[src/rtl/mer_meas_ctrl.sv]
// MER measurement controller: free-running sample/interp/symbol strobes plus a
// settle/measure/done sequencer with a saturating symbol-error count.
// Optional feature macro: MEAS_AUTO_RESTART_EN (ack re-enters MEASURE directly).
module mer_meas_ctrl #(
    parameter int SETTLE_SYMS = 64,
    parameter int MEAS_LOG2   = 10,
    parameter int ERR_W       = 16
) (
    input  logic             clk,
    input  logic             reset,
    input  logic             start,
    input  logic             ack,
    input  logic             sym_error,
    output logic             smp_en,
    output logic             int_en,
    output logic             sym_en,
    output logic             clear_accum,
    output logic             busy,
    output logic             result_valid,
    output logic [ERR_W-1:0] err_count
);
    localparam int SET_W = $clog2(SETTLE_SYMS + 1);
    localparam logic [SET_W-1:0]   SETTLE_LAST = SET_W'(SETTLE_SYMS);
    localparam logic [MEAS_LOG2:0] WIN_LAST    = {1'b1, {MEAS_LOG2{1'b0}}};

    typedef enum logic [1:0] {IDLE, SETTLE, MEASURE, DONE} state_t;

    state_t             state, state_nxt;
    logic [3:0]         phase;
    logic [SET_W-1:0]   settle_cnt, settle_nxt, settle_inc;
    logic [MEAS_LOG2:0] sym_cnt, sym_nxt, sym_inc;
    logic [ERR_W-1:0]   err_acc, err_nxt, err_count_nxt;
    logic               clear_nxt;

    // Strobes decode the registered phase so every consumer sees aligned edges.
    assign smp_en = (phase[1:0] == 2'd3);
    assign int_en = phase[0];
    assign sym_en = (phase == 4'd15);

    assign busy         = (state == SETTLE) || (state == MEASURE);
    assign result_valid = (state == DONE);

    assign settle_inc = settle_cnt + 1'b1;
    assign sym_inc    = sym_cnt + 1'b1;

    always_ff @(posedge clk) begin
        if (reset) begin
            phase       <= '0;
            state       <= IDLE;
            settle_cnt  <= '0;
            sym_cnt     <= '0;
            err_acc     <= '0;
            err_count   <= '0;
            clear_accum <= 1'b0;
        end else begin
            phase       <= phase + 4'd1;
            state       <= state_nxt;
            settle_cnt  <= settle_nxt;
            sym_cnt     <= sym_nxt;
            err_acc     <= err_nxt;
            err_count   <= err_count_nxt;
            clear_accum <= clear_nxt;
        end
    end

    always_comb begin
        state_nxt     = state;
        settle_nxt    = settle_cnt;
        sym_nxt       = sym_cnt;
        err_nxt       = err_acc;
        err_count_nxt = err_count;
        clear_nxt     = 1'b0;
        case (state)
            IDLE: begin
                if (start) begin
                    state_nxt  = SETTLE;
                    settle_nxt = '0;
                end
            end
            SETTLE: begin
                if (sym_en) begin
                    settle_nxt = settle_inc;
                    if (settle_inc == SETTLE_LAST) begin
                        state_nxt = MEASURE;
                        sym_nxt   = '0;
                        err_nxt   = '0;
                        clear_nxt = 1'b1;
                    end
                end
            end
            MEASURE: begin
                if (sym_en) begin
                    sym_nxt = sym_inc;
                    if (sym_error && (err_acc != {ERR_W{1'b1}}))
                        err_nxt = err_acc + 1'b1;
                    // Publish the count including this final symbol's error.
                    if (sym_inc == WIN_LAST) begin
                        state_nxt     = DONE;
                        err_count_nxt = err_nxt;
                    end
                end
            end
            DONE: begin
                if (ack) begin
`ifdef MEAS_AUTO_RESTART_EN
                    state_nxt = MEASURE;
                    sym_nxt   = '0;
                    err_nxt   = '0;
                    clear_nxt = 1'b1;
`else
                    state_nxt = IDLE;
`endif
                end
            end
            default: state_nxt = IDLE;
        endcase
    end
endmodule

[config.mk]
export PLATFORM = sky130hd
export DESIGN_NAME = mer_meas_ctrl
export DESIGN_NICKNAME = d
export VERILOG_FILES = /design/src/rtl/mer_meas_ctrl.sv
export SDC_FILE = /design/constraint.sdc
export NUM_CORES = 1
export LEC_CHECK = 0
export BUFFER_PORTS_ARGS = -buffer_cell sky130_fd_sc_hd__clkbuf_2
export CAP_MARGIN = 20
export CELL_PAD_IN_SITES_DETAIL_PLACEMENT = 2
export CELL_PAD_IN_SITES_GLOBAL_PLACEMENT = 2
export CORE_MARGIN = 2
export CORE_UTILIZATION = 25
export CTS_CLUSTER_DIAMETER = 80
export CTS_CLUSTER_SIZE = 20
export DETAILED_ROUTE_END_ITERATION = 16
export GPL_ROUTABILITY_DRIVEN = 0
export PLACE_DENSITY_LB_ADDON = 0.1
export SLEW_MARGIN = 10
export SYNTH_ARGS = -nofsm -noshare
export SYNTH_HDL_FRONTEND = slang
export SYNTH_SLANG_ARGS = --single-unit
[constraint.sdc]
create_clock -name clk -period 4.24 [get_ports clk]
set_clock_uncertainty 0.1 [all_clocks]
set_input_delay 0.848 -clock clk [delete_from_list [all_inputs] [get_ports clk]]
set_output_delay 0.848 -clock clk [all_outputs]
set_load 0.01 [all_outputs]
Word level (Yosys, flattened, before mapping)
Index checks and enable logic that the tools add are counted. Widths: inputs -> output; s select.

Add/subtract/negate cells: 4. Eq/ne operators: 14. Multiplexer cells: 20. Bitwise gates (word level): 2. Reductions and logical operators: 10.

Operators by type and width (count): $mux 16 (4); $mux 11 (3); $pmux 16 s2 (1); $pmux 11 s2 (1); $add 16x1->16 const B (1); $ne 16x16->1 const B (1); $mux 7 (2); $pmux 7 s2 (1); $mux 2 (6); $add 11x1->11 const B (1); $eq 11x11->1 const B (1); $ne 2x2->1 const B (4); $pmux 2 s4 (1); $add 7x1->7 const B (1); $eq 7x7->1 const B (1); $eq 2x2->1 const B (3); $reduce_and 3->1 (2); $reduce_and 6->1 (1); $add 4x1->4 const B (1); $eq 4x4->1 const B (1); $ne 2x1->1 const B (2); $reduce_and 4->1 (1); $reduce_bool 2->1 (2); $reduce_or 3->1 (1); other kinds (6) (7).

Register bits after elaboration: 57. Bits of input ports: 5. Logic and storage cells: 57.

Logic depth before layout (Yosys ltp)
Gate-level depths: netlist of the first run.

Word-level depth: 5. Depth in mapped cells: 9. Gate-level depth less buffers: 7.

Least setup slack after synthesis of the first run
No wires, ideal clock.

Path type: register -> register. Start point: register sym_cnt[0]. End point: register err_count[10]. Library setup time: 0.142 ns. Arrival time: 2.300 ns. Data required time: 3.998 ns. Slack: 1.698 ns. Stages on the path, launching flop included: 10. Buffers on the path: 3. Period minus slack after synthesis: 2.542 ns. Cell sequence: dfxtp_1 > ha_1 > buf_6 > a211o_1 > a2111o_1 > a221oi_4 > and2_0 > buf_4 > buf_12 > a211oi_2.

Cells in the longest elaborated chain, start to end: 3.

Ends and longest elaborated chain: start, declared (RTL line 31) `logic [MEAS_LOG2:0] sym_cnt, sym_nxt, sym_inc;`; start signal, assigned (RTL line 59) `sym_cnt <= sym_nxt;`; $add 11x1->11 (RTL line 44) `assign sym_inc = sym_cnt + 1'b1;`; $eq 11x11->1 (RTL line 97) `if (sym_inc == WIN_LAST) begin`; $reduce_and 3->1 (no source line); end signal, assigned (RTL line 61) `err_count <= err_count_nxt;`; end, declared (RTL line 20) `output logic [ERR_W-1:0] err_count`.

No other way between the ends. A chain may end at the register's enable or synchronous reset.

Final worst setup path of the first run
Start point: register sym_cnt[0]. End point: register err_count[14].

Same word-level chain as after synthesis.

==> metrics.txt, run 1 <==
status completed; Fin. Hold Viols 0; clk buf depth 2; met2 wire length 4570 um; setup bufs post-CTS 0; Die Ht 118 um; count of final setup violators 0; ys flop type dfxtp_1; routed vias 3023; PnR worst setup slack 1.14 ns; GRT Overall Usage 16.3%; cell area power density 418 mW/mm2; Synth Warn # 0; crit path launch type flop; CTS root buf clkbuf_16; hold_buf cts 0; remaining routing DRC violations 0; VDD IR-drop max 0.211 mV; Worst Path Buf+Inv 1; min-delay src phase[0]$_SDFF_PP0_; # nets final 416; total gr overflow 0; # resized after CTS 0; Synth Net Count 396; most frequent cells in the layout dfxtp_1 (57), a21oi_1 (39), clkbuf_2 (26); Hold/Removal Path Class flop to flop; Achievable Freq 0.322 GHz; Avg WL per Cell 18.5 um; Mapped Cells 381; LEAKAGE 1.28 nW; Worst slew margin 47.1%; Max Slew Vio Count 0; Avg Inst Size Synth 8.54 um2; DP HPWL 7580 um; vias per cell 5.23; Initial DRT Pass Iterations 4; async set-reset flop share out of synthesis 0%; Worst path top cell family by delay compound AO/OA/AOI/OAI gates; Synth Area in XOR/XNOR 4.58%; CP endpoint kind flop; compound-cell area share of the yosys netlist 30.1%; Reg-to-Reg Start sym_cnt[0]$_SDFFE_PP0P_; Post-synth EDFFs 0; I/O Pins 27; Yosys cell types 67; crit-path cells ha_1 > nand3_2 > or4_4 > a221oi_4 > buf_4 > nand2_1 > o311a_1; crit path max-delay cell type or4_4; pin count of the biggest net entering global routing 36; crit path max fanout 9; fillers 1467; Slew @ Worst Pin 0.791 ns; final hold slack 0.363 ns; Post-Synth Adder-Cell Area 3.85%; Cell Area, Synth 0.00325 mm2; antenna violations before repair 0; Synth Area in Simple Gates 20.2%; sequential share of the synthesized area 35.1%; crit path DAT 3.22 ns; CTS tree done; dpl ws 1.19 ns; RSZ-0062 raised after global routing no; antenna-violating nets left 0; H-tree level count 3; CTS Buf Count 9; Yosys reg bits 57; first-pass GRT wire length 17900 um; largest family of logic cells by synthesized area compound AO/OA/AOI/OAI gates; vias in the first global route 3182; Final min period 3.10 ns; M1 WL 5680 um; routed wl met3 289 um; period utilization 73.2%; CTS sink cnt 57; CP peak stage delay 0.59 ns; diode count 0; Worst Setup SP sym_cnt[0]$_SDFFE_PP0P_; share of layout cells above drive strength 1 16.5%; die area 0.0139 mm2; setup TNS 0 ns; most common cell after layout, fill and taps aside dfxtp_1; DRT Wirelength 10700 um; mux share of post-synthesis cell area 0.923%; WS Path Type flop to flop; Placement Rows 41; DRT iter0 DRCs 149; core area 0.0127 mm2; die width 118 um; I/O Buffers 26; clk_lat worst skew 0.34 ns; max layer used met4; MaxCap Viol Count 0; Initial Utilization 25.7%; Synth-to-Final Area Change 18.2%; Worst-path clk slew 0.06 ns; Data required, critical path 4.35 ns
==> cells in the mapped netlist, drive strengths merged (3+ instances only) <==
cell type | number | area (um2)
a211o | 4 | 35.0
a211oi | 20 | 200
a21boi | 3 | 22.5
a21oi | 39 | 195
a31oi | 22 | 138
and2 | 5 | 31.3
and3 | 3 | 20.0
and4 | 3 | 26.3
buf | 11 | 85.1
clkbuf | 11 | 41.3
dfxtp | 57 | 1140
ha | 10 | 125
inv | 11 | 41.3
mux2i | 3 | 30.0
nand2 | 22 | 82.6
nand2b | 8 | 50.1
nand3 | 20 | 105
nand4 | 10 | 62.6
nand4b | 3 | 26.3
nor2 | 20 | 75.1
nor2b | 5 | 31.3
nor3 | 5 | 25.0
nor4 | 3 | 18.8
o21a | 3 | 22.5
o21ai | 24 | 124
or3 | 3 | 20.0
or4 | 5 | 41.3
xnor2 | 12 | 105
xor2 | 5 | 43.8
==> logic make-up after synthesis <==
group | count (synthesis)
multiplexers | 3
buffers and inverters | 34
AND/OR/NAND/NOR | 120
XOR/XNOR | 17
adder cells (fa/ha/maj) | 10
flip-flops | 57
AO/OA/AOI/OAI | 140
==> final cells by class <==
| cell class | instances | area, um2 | area share, % |
|---|---|---|---|
| clock inverter | 5 | 77.6 | 2.02 |
| tap | 172 | 215 | 5.60 |
| sequential | 57 | 1140 | 29.7 |
| clock buffer | 11 | 253 | 6.57 |
| timing repair buffer | 31 | 168 | 4.36 |
| inverter | 12 | 45.0 | 1.17 |
| multi-input combinational | 290 | 1950 | 50.6 |
==> report_power, final <==
part	internal (mW)	leakage (nW)	switching [mW]
sequential	0.547	0.460	0.0107
combinational	0.0665	0.663	0.160
clock	0.544	0.162	0.277
==> sequential cells by signal (all words and copies together), names as in the netlist <==
register     flops
phase            4
sym_cnt         11
err_count       16
clear_accum      1
settle_cnt       7
state            2
err_acc         16
==> per-layer routing <==
layer	GRT usage, %	vias to the layer above
li1	-	1480
met1	23.5	1496
met2	23.7	34
met3	3.68	13
met4	6.10	0
met5	0	-
==> metrics by stage <==
step	total power, mW	std cells	utilization (%)	instance area (um2)
2_1_floorplan	0.723	381	-	3250
3_3_place_gp	0.801	562	27.7	3510
3_5_place_dp	0.803	562	27.7	3510
4_1_cts	1.64	578	30.3	3840
5_1_grt	1.69	578	30.3	3840
6_report	1.61	578	30.3	3840
==> worst paths after layout <==
| path | slack (ns) | to | depth (start not counted) |
|---|---|---|---|
| setup / recovery | 1.14 | err_count[14]$_SDFFE_PP0P_ | 7 |
| hold / removal | 0.36 | phase[0]$_SDFF_PP0_ | 1 |
| setup reg to reg | 1.14 | err_count[14]$_SDFFE_PP0P_ | 7 |
| hold reg to reg | 0.36 | phase[0]$_SDFF_PP0_ | 1 |
Power figures use the tool's default switching activity.
==> run 2: changes to the inputs <==
--- a/config.mk
+++ b/config.mk
@@ -5,6 +5,7 @@
 export SDC_FILE = /design/constraint.sdc
 export NUM_CORES = 1
 export LEC_CHECK = 0
+export ABC_AREA = 1
 export BUFFER_PORTS_ARGS = -buffer_cell sky130_fd_sc_hd__clkbuf_2
 export CAP_MARGIN = 20
 export CELL_PAD_IN_SITES_DETAIL_PLACEMENT = 2
==> constraint.sdc (replaced) <==
create_clock -name clk -period 2.9 [get_ports clk]
set_clock_uncertainty 0.1 [all_clocks]
set_input_delay 0.58 -clock clk [delete_from_list [all_inputs] [get_ports clk]]
set_output_delay 0.58 -clock clk [all_outputs]
set_load 0.01 [all_outputs]
==> metrics.txt, run 2 <==
period utilization 81.4% (+8.2 points); final core occ 30.7% (+0.36 points); Reg-to-Reg Start phase[0]$_SDFF_PP0_; sequential share of the synthesized area 34.6% (-0.48 points); CTS Buf Count 9 (unchanged); CP peak stage delay 0.37 ns (-0.22 ns); Cell Count, Final, Fillers Out 707 (+22%); GRT Overall Usage 15.7% (-0.62 points); Yosys cell types 32 (-52%); pin count of the biggest net entering global routing 36 (unchanged); Synth-to-Final Area Change 18.5%; RR Endpoint err_acc[1]$_SDFFE_PP0P_; Avg WL per Cell 14.7 um (-20%); first-pass GRT wire length 17400 um (-3.1%); Worst slew margin 58.9% (+12 points); CTS sink cnt 57 (unchanged); crit path launch type flop; top-area cell type share of the netlist area 34.6% (-0.48 points); r2r setup slk 0.54 ns (-0.60 ns); die area 0.0141 mm2 (+1.3%); Post-synth EDFFs 0 (unchanged); core area 0.0127 mm2 (+0.40%); # resized after CTS 0 (unchanged); leading area contributor after synthesis dfxtp_1; Cell Area, Synth 0.00330 mm2 (+1.4%); VDD IR-drop max 0.442 mV (+110%); crit path DAT 2.53 ns (-0.69 ns); crit path max-delay cell type dfxtp_1; DP HPWL 7580 um (about the same); Fin. Hold Viols 0 (unchanged); total gr overflow 0 (unchanged); status completed; Yosys reg bits 57 (unchanged); Final min period 2.36 ns (-0.743 ns); MaxCap Viol Count 0 (unchanged); setup TNS 0 ns (unchanged); most frequent cells in the layout nand2_1 (147), nor2_1 (79), dfxtp_1 (57); RSZ-0062 raised after global routing no; routed vias 3270 (+8.2%); fillers 1591 (+8.5%); vias per cell 4.63 (-12%); hold_buf cts 0 (unchanged); Placement Rows 41 (unchanged); WP depth 9 (+2); H-tree level count 3 (unchanged); Mapped Cells 504 (+32%); cell area power density 574 mW/mm2 (+37%); Synth Net Count 519 (+31%); clk_lat worst skew 0.34 ns (about the same); most common cell after layout, fill and taps aside nand2_1; CTS tree done; ys flop type dfxtp_1; # nets final 545 (+31%); Data required, critical path 3.07 ns (-1.28 ns); leading registers by flop count err_acc: 16 flops, err_count: 16 flops, sym_cnt: 11 flops; antenna violations before repair 0 (unchanged); Top cell by count, worst path nand2_1; Worst-path clk slew 0.06 ns (about the same); setup bufs post-CTS 0 (unchanged); WS Path Type flop to flop; LEAKAGE 1.70 nW (+32%); Initial DRT Pass Iterations 4 (unchanged); DRT Wirelength 10400 um (-2.7%); share of layout cells above drive strength 1 14.0% (-2.5 points); die width 119 um (+0.66%); async set-reset flop share out of synthesis 0% (unchanged); Initial Utilization 25.9% (+0.25 points); vias in the first global route 3492 (+9.7%); top-count cell post-synth nand2_1; DRT iter0 DRCs 84 (-44%); crit path capture err_acc[1]$_SDFFE_PP0P_; clk buf depth 2 (unchanged); I/O Pins 27 (unchanged); CP endpoint kind flop; crit-path cells ha_1 > nand2_1 > nor2_1 > inv_1 > nor2_1 > nand3_1 > nand2_1 > nand2_1 > a21oi_1; count of final setup violators 0 (unchanged); DP Cell Count 691 (+23%); Worst Path Buf+Inv 1 (unchanged); crit path max fanout 11 (+2); commonest cells in the netlist nand2_1 (147), nor2_1 (79), dfxtp_1 (57); Hold/Removal Path Class flop to flop; Synth Warn # 0 (unchanged); Slew @ Worst Pin 0.613 ns (-0.178 ns); remaining routing DRC violations 0 (unchanged); antenna-violating nets left 0 (unchanged); Avg Inst Size Synth 6.54 um2 (-23%); Register-to-Register Path Depth 9 (+2); I/O Buffers 26 (unchanged); Worst Setup SP phase[0]$_SDFF_PP0_; Die Ht 119 um (+0.66%); Achievable Freq 0.423 GHz (+31%); Max Slew Vio Count 0 (unchanged); CTS root buf clkbuf_16; largest cells by area after synthesis dfxtp_1 (35%), nand2_1 (17%), nor2_1 (9.0%); Worst path top cell family by delay simple AND/OR/NAND/NOR gates; diode count 0 (unchanged)
[run 2: metrics by stage]
stage / total power [mW] / hold slack (ns) / worst slack (ns) / cell area, um2
after floorplan: 1.04 / 0.345 / 0.839 / 3300
after global placement: 1.14 / 0.348 / 0.487 / 3590
after detailed placement: 1.14 / 0.363 / 0.451 / 3590
after CTS: 2.29 / 0.376 / 0.394 / 3910
after global routing: 2.38 / 0.411 / 0.228 / 3910
final: 2.24 / 0.372 / 0.538 / 3910
[run 2: kinds of logic (layout without fill, tap and decap cells)]
kind of cell	after synthesis	count (layout)	synth area share (%)
fa+ha+maj	10	10	3.80
buf+inv	68	99	8.54
compound gates	78	78	14.5
xor+xnor	8	8	2.13
flops	57	57	34.6
simple gates	283	283	36.4
[run 2: worst min path at each step]
stage,from,end,cells after the start
4_1_cts,phase[0]$_SDFF_PP0_,phase[0]$_SDFF_PP0_,1
2_1_floorplan,phase[3]$_SDFF_PP0_,phase[3]$_SDFF_PP0_,2
6_report,phase[0]$_SDFF_PP0_,phase[0]$_SDFF_PP0_,1
3_3_place_gp,phase[0]$_SDFF_PP0_,phase[0]$_SDFF_PP0_,1
3_5_place_dp,phase[0]$_SDFF_PP0_,phase[0]$_SDFF_PP0_,1
5_1_grt,phase[0]$_SDFF_PP0_,phase[0]$_SDFF_PP0_,1
[run 2: power breakdown]
part | switching, mW | internal [mW] | leakage, nW
logic | 0.203 | 0.0940 | 1.09
clock network | 0.389 | 0.733 | 0.151
registers | 0.0185 | 0.803 | 0.460
[run 2: final cells by class]
type / instances / area [um2] / share of cell area (%)
timing repair buffer: 30 / 160 / 4.10
multi-input combinational: 379 / 1870 / 48.0
clock buffer: 12 / 267 / 6.82
inverter: 53 / 199 / 5.09
tap: 172 / 215 / 5.51
clock inverter: 4 / 50.0 / 1.28
sequential: 57 / 1140 / 29.2
[run 2: per-layer routing]
| layer | track usage, % | share of wire, % |
|---|---|---|
| met4 | 4.46 | 1.3 |
| met2 | 28.4 | 51 |
| met1 | 17.7 | 44 |
| met3 | 4.84 | 3.1 |
| met5 | 0 | 0 |
[run 2: worst reg2reg max path, stage by stage, from the launching register on]
cell and delay [ns]:
dfxtp_1 0.37, ha_1 0.21, nand2_1 0.09, nor2_1 0.34, inv_1 0.18, nor2_1 0.20, nand3_1 0.16, nand2_1 0.37
nand2_1 0.12, a21oi_1 0.15
